**src/rtl/ps2_scan_ctrl_pkg.sv**
```systemverilog
// Shared constants and types for the PS/2 scan-code set 2 sequencing controller.
package ps2_scan_ctrl_pkg;

  localparam logic [7:0] SC_EXT    = 8'hE0;
  localparam logic [7:0] SC_BRK    = 8'hF0;
  localparam logic [7:0] SC_BAT    = 8'hAA;
  localparam logic [7:0] SC_ACK    = 8'hFA;
  localparam logic [7:0] SC_RESEND = 8'hFE;
  localparam logic [7:0] SC_ERR0   = 8'h00;
  localparam logic [7:0] SC_ERR1   = 8'hFF;

  typedef enum logic [1:0] {
    ST_IDLE,
    ST_GOT_E0,
    ST_GOT_F0,
    ST_GOT_E0F0
  } parse_state_e;

  typedef struct packed {
    logic       ext;
    logic       brk;
    logic [7:0] code;
  } key_evt_t;

  localparam int EVT_W = $bits(key_evt_t);

  // Keyboard status/handshake bytes that never denote a key when seen outside a prefix.
  function automatic logic is_filtered(input logic [7:0] b);
    return (b == SC_ERR0) || (b == SC_ERR1) || (b == SC_BAT) ||
           (b == SC_ACK)  || (b == SC_RESEND);
  endfunction

endpackage

```
**src/rtl/ps2_scan_ctrl_fifo.sv**
```systemverilog
// First-word fall-through FIFO for key events; the head output holds its last
// value once the FIFO drains.
module key_event_fifo #(
  parameter int DEPTH = 4,
  parameter int W     = 10,
  parameter int CW    = $clog2(DEPTH) + 1
) (
  input  logic          clk,
  input  logic          reset,
  input  logic          push_i,
  input  logic [W-1:0]  data_i,
  input  logic          pop_i,
  output logic [W-1:0]  data_o,
  output logic          full_o,
  output logic          empty_o,
  output logic [CW-1:0] count_o
);
  localparam int AW = $clog2(DEPTH);

  logic [W-1:0]  mem [DEPTH];
  logic [AW-1:0] wr_q, rd_q;
  logic [CW-1:0] cnt_q;
  logic [W-1:0]  last_q;
  logic          do_push, do_pop;

  assign empty_o = (cnt_q == '0);
  assign full_o  = (cnt_q == CW'(DEPTH));
  assign count_o = cnt_q;
  assign do_pop  = pop_i & ~empty_o;
  assign do_push = push_i & (~full_o | do_pop);

  always_ff @(posedge clk) begin
    if (!reset) begin
      wr_q   <= '0;
      rd_q   <= '0;
      cnt_q  <= '0;
      last_q <= '0;
    end else begin
      if (do_push) wr_q <= wr_q + 1'b1;
      if (do_pop)  rd_q <= rd_q + 1'b1;
      cnt_q <= cnt_q + CW'(do_push) - CW'(do_pop);
      if (!empty_o) last_q <= mem[rd_q];
    end
  end

  always_ff @(posedge clk) begin
    if (do_push) mem[wr_q] <= data_i;
  end

  assign data_o = empty_o ? last_q : mem[rd_q];

endmodule

```
**src/rtl/ps2_scan_ctrl.sv**
```systemverilog
// Parses PS/2 set-2 prefix sequences into key events and queues them behind a
// valid/ready handshake, throttling the receiver while the queue is full.
module ps2_scan_ctrl
  import ps2_scan_ctrl_pkg::*;
#(
  parameter int DEPTH       = 4,
  parameter int TIMEOUT_CYC = 100000
) (
  input  logic       clk,
  input  logic       reset,
  input  logic       enable,
  input  logic       rx_done_tick,
  input  logic [7:0] rx_data,
  output logic       rx_en,
  output logic       key_valid,
  input  logic       key_ready,
  output logic [7:0] key_code,
  output logic       key_ext,
  output logic       key_break,
  output logic       overflow,
  output logic       proto_err
);
  localparam int CW = $clog2(DEPTH) + 1;
  localparam int TW = $clog2(TIMEOUT_CYC) + 1;

  parse_state_e  state_q, state_d;
  logic [TW-1:0] tmo_q, tmo_d;
  logic          rx_en_q, overflow_q, perr_q;
  logic          timeout, emit, perr;
  key_evt_t      evt, head;
  logic          full, empty, do_pop, do_push;
  logic [CW-1:0] count, count_next;

  assign timeout = (state_q != ST_IDLE) && (tmo_q == TW'(TIMEOUT_CYC - 1));

  always_ff @(posedge clk) begin
    if (!reset) begin
      state_q    <= ST_IDLE;
      tmo_q      <= '0;
      rx_en_q    <= 1'b0;
      overflow_q <= 1'b0;
      perr_q     <= 1'b0;
    end else begin
      state_q    <= state_d;
      tmo_q      <= tmo_d;
      rx_en_q    <= enable & (count_next != CW'(DEPTH));
      overflow_q <= emit & full & ~do_pop;
      perr_q     <= perr;
    end
  end

  // A byte on the timeout cycle wins, so the counter is only consulted without a tick.
  always_comb begin
    state_d = state_q;
    tmo_d   = '0;
    if (rx_done_tick) begin
      case (state_q)
        ST_IDLE: begin
          if (rx_data == SC_EXT)      state_d = ST_GOT_E0;
          else if (rx_data == SC_BRK) state_d = ST_GOT_F0;
        end
        ST_GOT_E0: state_d = (rx_data == SC_BRK) ? ST_GOT_E0F0 : ST_IDLE;
        default:   state_d = ST_IDLE;
      endcase
    end else if (timeout) begin
      state_d = ST_IDLE;
    end else if (state_q != ST_IDLE) begin
      tmo_d = tmo_q + 1'b1;
    end
  end

  always_comb begin
    emit = 1'b0;
    perr = 1'b0;
    evt  = '{ext: 1'b0, brk: 1'b0, code: rx_data};
    if (rx_done_tick) begin
      case (state_q)
        ST_IDLE: emit = (rx_data != SC_EXT) && (rx_data != SC_BRK) && !is_filtered(rx_data);
        ST_GOT_E0: begin
          evt.ext = 1'b1;
          perr    = (rx_data == SC_EXT);
          emit    = (rx_data != SC_EXT) && (rx_data != SC_BRK);
        end
        ST_GOT_F0: begin
          evt.brk = 1'b1;
          perr    = (rx_data == SC_EXT) || (rx_data == SC_BRK);
          emit    = ~perr;
        end
        default: begin
          evt.ext = 1'b1;
          evt.brk = 1'b1;
          perr    = (rx_data == SC_EXT) || (rx_data == SC_BRK);
          emit    = ~perr;
        end
      endcase
    end else begin
      perr = timeout;
    end
  end

  assign do_pop     = key_ready & ~empty;
  assign do_push    = emit & (~full | do_pop);
  assign count_next = count + CW'(do_push) - CW'(do_pop);

  key_event_fifo #(.DEPTH(DEPTH), .W(EVT_W)) u_fifo (
    .clk     (clk),
    .reset   (reset),
    .push_i  (emit),
    .data_i  (evt),
    .pop_i   (key_ready),
    .data_o  (head),
    .full_o  (full),
    .empty_o (empty),
    .count_o (count)
  );

  assign rx_en     = rx_en_q;
  assign key_valid = ~empty;
  assign key_code  = head.code;
  assign key_ext   = head.ext;
  assign key_break = head.brk;
  assign overflow  = overflow_q;
  assign proto_err = perr_q;

endmodule

```
**config.mk**
```make
export PLATFORM = sky130hd
export DESIGN_NAME = ps2_scan_ctrl
export DESIGN_NICKNAME = d
export VERILOG_FILES = /design/src/rtl/ps2_scan_ctrl_pkg.sv /design/src/rtl/ps2_scan_ctrl_fifo.sv /design/src/rtl/ps2_scan_ctrl.sv
export SDC_FILE = /design/constraint.sdc
export NUM_CORES = 1
export LEC_CHECK = 0
export ABC_AREA = 1
export CAP_MARGIN = 20
export CORE_MARGIN = 10
export CORE_UTILIZATION = 50
export DETAILED_ROUTE_END_ITERATION = 7
export GPL_ROUTABILITY_DRIVEN = 0
export PLACE_DENSITY = 0.79
export SLEW_MARGIN = 15
export SYNTH_ARGS = -nofsm -noshare
export SYNTH_HDL_FRONTEND = slang
export SYNTH_HIERARCHICAL = 1
export SYNTH_SLANG_ARGS = --single-unit
```
**constraint.sdc**
```tcl
create_clock -name clk -period 2.8 [get_ports clk]
set_input_delay 0.28 -clock clk [delete_from_list [all_inputs] [get_ports clk]]
set_output_delay 0.28 -clock clk [all_outputs]
set_load 0.01 [all_outputs]
```
==> flow_summary.ini <==
[status]
status = complete, no violations

[global_route]
grt_max_degree = 23
antenna_found_initial = 0
grt_pass1_vias = 2995
grt_overflow = 0
grt_use_total_pct = 13.94
grt_pass1_wl_um = 13300

[die]
die_h_um = 109.9
core_region_area_um2 = 7807
initial_core_util_pct = 51.81
dieArea_um2 = 12090
num_rows = 32
die_w_um = 109.9
io_pins = 27

[critical_path]
crit_buf_inv = 4
crit_top_cell = nand2_1
path_class = input pin to flop
cpPeakStageDelay_ps = 500
crit_path_end_kind = flop
critical_path.startpoint_type = input pin
cp.required_ps = 3040
slowest_stage = clkdlybuf4s50_1
cp_top_family = simple AND/OR/NAND/NOR gates
worstPathMaxFanout = 6
cp_cell_sequence = clkdlybuf4s50_1 -> nor2_1 -> inv_1 -> nor2_1 -> nand2_1 -> nand3_1 -> nand2_1 -> nand2_1 -> inv_1 -> nand2_1 -> inv_1 -> ha_1 -> fa_1 -> xor2_1 -> nor2_1
cp.arrival_ps = 2650

[sta]
max_freq_ghz = 0.4161
clock_skew_ps = 9.509
setup_viol = 0
fin_crit_ps = 2404
worst_slew_pin_slew_ps = 397.2
hold_ws_ps = 453.7
fin_setup_tns_ps = 0
hold_viol_final = 0
finalCritPeriodShare_pct = 85.84
rsz0062_at_grt = no
max_slew_margin_pct = 73.49
maxSlewViolCount = 0

[layout]
n_antenna_cell = 0
n_fill_cell = 660
area_delta_synth_final_pct = 14.54
nNetsFinal = 565
layout-drive-gt1-share_pct = 9.890

[place]
io_buffer_count = 26
place.detailed.hpwl_um = 5675

[drt]
avgRoutedWirePerCell_um = 12.13
drcViolationCount = 0
postRouteAntennaNets = 0
via_per_inst = 4.767
num_vias = 3089
drt-initial-drc-count = 159
drt-pass1-iter-count = 5
drt-total-wl_um = 7860

[clocking]
htree_levels = 3
tritoncts = built
postCtsSetupRepairBufs = 0
clkLatencyLatePin_ps = 350
cts_resized = 0
ctsRootBufferMaster = clkbuf_8
ctsLongestPathBuffers = 2
cts_sinks = 82
holdBufCountCts = 0
path_clk_slew_ps = 90
cts_inserted_buffers = 9

[hold_path]
hp-class = flop to flop

[synthesis]
synth_edf_count = 40
ys_warn_count = 6
ys_top_cells_by_count = nand2_1 (114), inv_1 (106), nor2_1 (65)
synth_top_area_share_pct = 29.69
synth.distinct_cells = 30
synth_seq_cells = 82
async_flop_share_pct = 0
synth_flop_cell = dfxtp_1
syn-num-nets = 527
synth_area_leaders = edfxtp_1 (30%), dfxtp_1 (21%), nand2_1 (11%), inv_1 (9.8%), nor2_1 (6.0%)
synth_top_area_cell = edfxtp_1
synthCells = 503
synth_most_common_cell = nand2_1
ys_seq_area_share_pct = 50.48
synth_area_um2 = 4045
syn_avg_cell_area_um2 = 8.042

[power_and_ir_drop]
leakage_nw = 2.039
power.density_nw_per_um2 = 775.6
ir_worst_vdd_mv = 0.2748

[job]
cap_viol_max_count = 0
## registers in the layout, indices dropped and copies added (netlist names), 2 cells and up, named ones only
| name | flops |
|---|---|
| u_fifo/wr_q | 2 |
| state_q | 2 |
| u_fifo/mem | 40 |
| u_fifo/last_q | 10 |
| tmo_q | 18 |
| u_fifo/count_o | 3 |
| u_fifo/rd_q | 2 |
## cells by family after synthesis
logic type	count (synthesis)	synth area share, %
xor+xnor	13	2.815
compound gates	8	1.144
buf+inv	120	11.91
fa+ha+maj	11	3.774
simple gates	269	29.88
flops	82	50.48
## cell type report
type	count	area, um2	area share [%]
clock buffers	9	123.9	2.674
well taps	102	127.6	2.755
multi-input cells	301	1521	32.84
clock inverters	7	66.31	1.431
repair buffers	36	335.3	7.237
flip-flops and latches	82	2042	44.07
inverters	111	416.7	8.993
## metrics by stage
stage / power [mW] / instance area, um2 / cells / worst slack, ps / utilization (%)
CTS: 3.629 / 4633 / 648 / 399.2 / 59.34
global placement: 2.749 / 4443 / 632 / 245.3 / 56.91
floorplan: 2.287 / 4045 / 503 / 679.9 / -
finish: 3.593 / 4633 / 648 / 396.5 / 59.34
global route: 3.850 / 4633 / 648 / 165.5 / 59.34
detailed placement: 2.812 / 4443 / 632 / 29.61 / 56.91
## metal layers
metal  GRT usage, %  vias up  wire length, um
li1               -     1600                -
met1          15.27     1395             3191
met2          24.94       79             4119
met3          3.277       15              412
met4          6.320        0              137
met5              0        -                0
## layout by cell type, fill, tap and decap left out, types with 2 or more instances in the layout
| cell type | n |
|---|---|
| inv_1 | 106 |
| clkinvlp_4 | 2 |
| inv_8 | 3 |
| nor2_1 | 65 |
| nand4_1 | 4 |
| nand3b_1 | 3 |
| edfxtp_1 | 40 |
| nand2_1 | 114 |
| fa_1 | 2 |
| nor3_1 | 4 |
| o21ai_0 | 3 |
| a21oi_1 | 2 |
| nor2_2 | 14 |
| ha_1 | 9 |
| inv_2 | 4 |
| buf_4 | 10 |
| xnor2_1 | 2 |
| clkdlybuf4s50_1 | 26 |
| dfxtp_1 | 42 |
| or2_0 | 10 |
| nand3_1 | 45 |
| inv_6 | 2 |
| nand2_2 | 5 |
| xor2_1 | 11 |
| nand3_2 | 2 |
| clkbuf_8 | 9 |
| nor2_4 | 2 |
## final timing paths
kind / from / endpoint / slack [ps] / depth (start not counted)
setup / recovery: rx_data[2] / u_fifo/count_o[2] / 400 / 15
hold / removal: tmo_q[0] / tmo_q[0] / 450 / 1
setup reg to reg: u_fifo/count_o[1] / u_fifo/count_o[2] / 580 / 11
hold reg to reg: tmo_q[0] / tmo_q[0] / 450 / 1
## worst register-to-register path, delay by kind of cell, from the launching register on
family | cells | cell delay (ps)
and+or+nand+nor | 4 | 390
xor gates and xnor gates | 1 | 160
adders and majority gates | 3 | 870
DFF | 1 | 370
buffers and inverters | 3 | 320
## report_power, final
group	total, mW	switching, mW	leakage (nW)	internal (mW)
clock network	0.816	0.470	0.0922	0.346
logic	1.31	0.727	1.23	0.582
registers	1.47	0.0594	0.712	1.41
total	3.59	1.26	2.04	2.34
No activity file was read; power rests on OpenSTA's default activity.
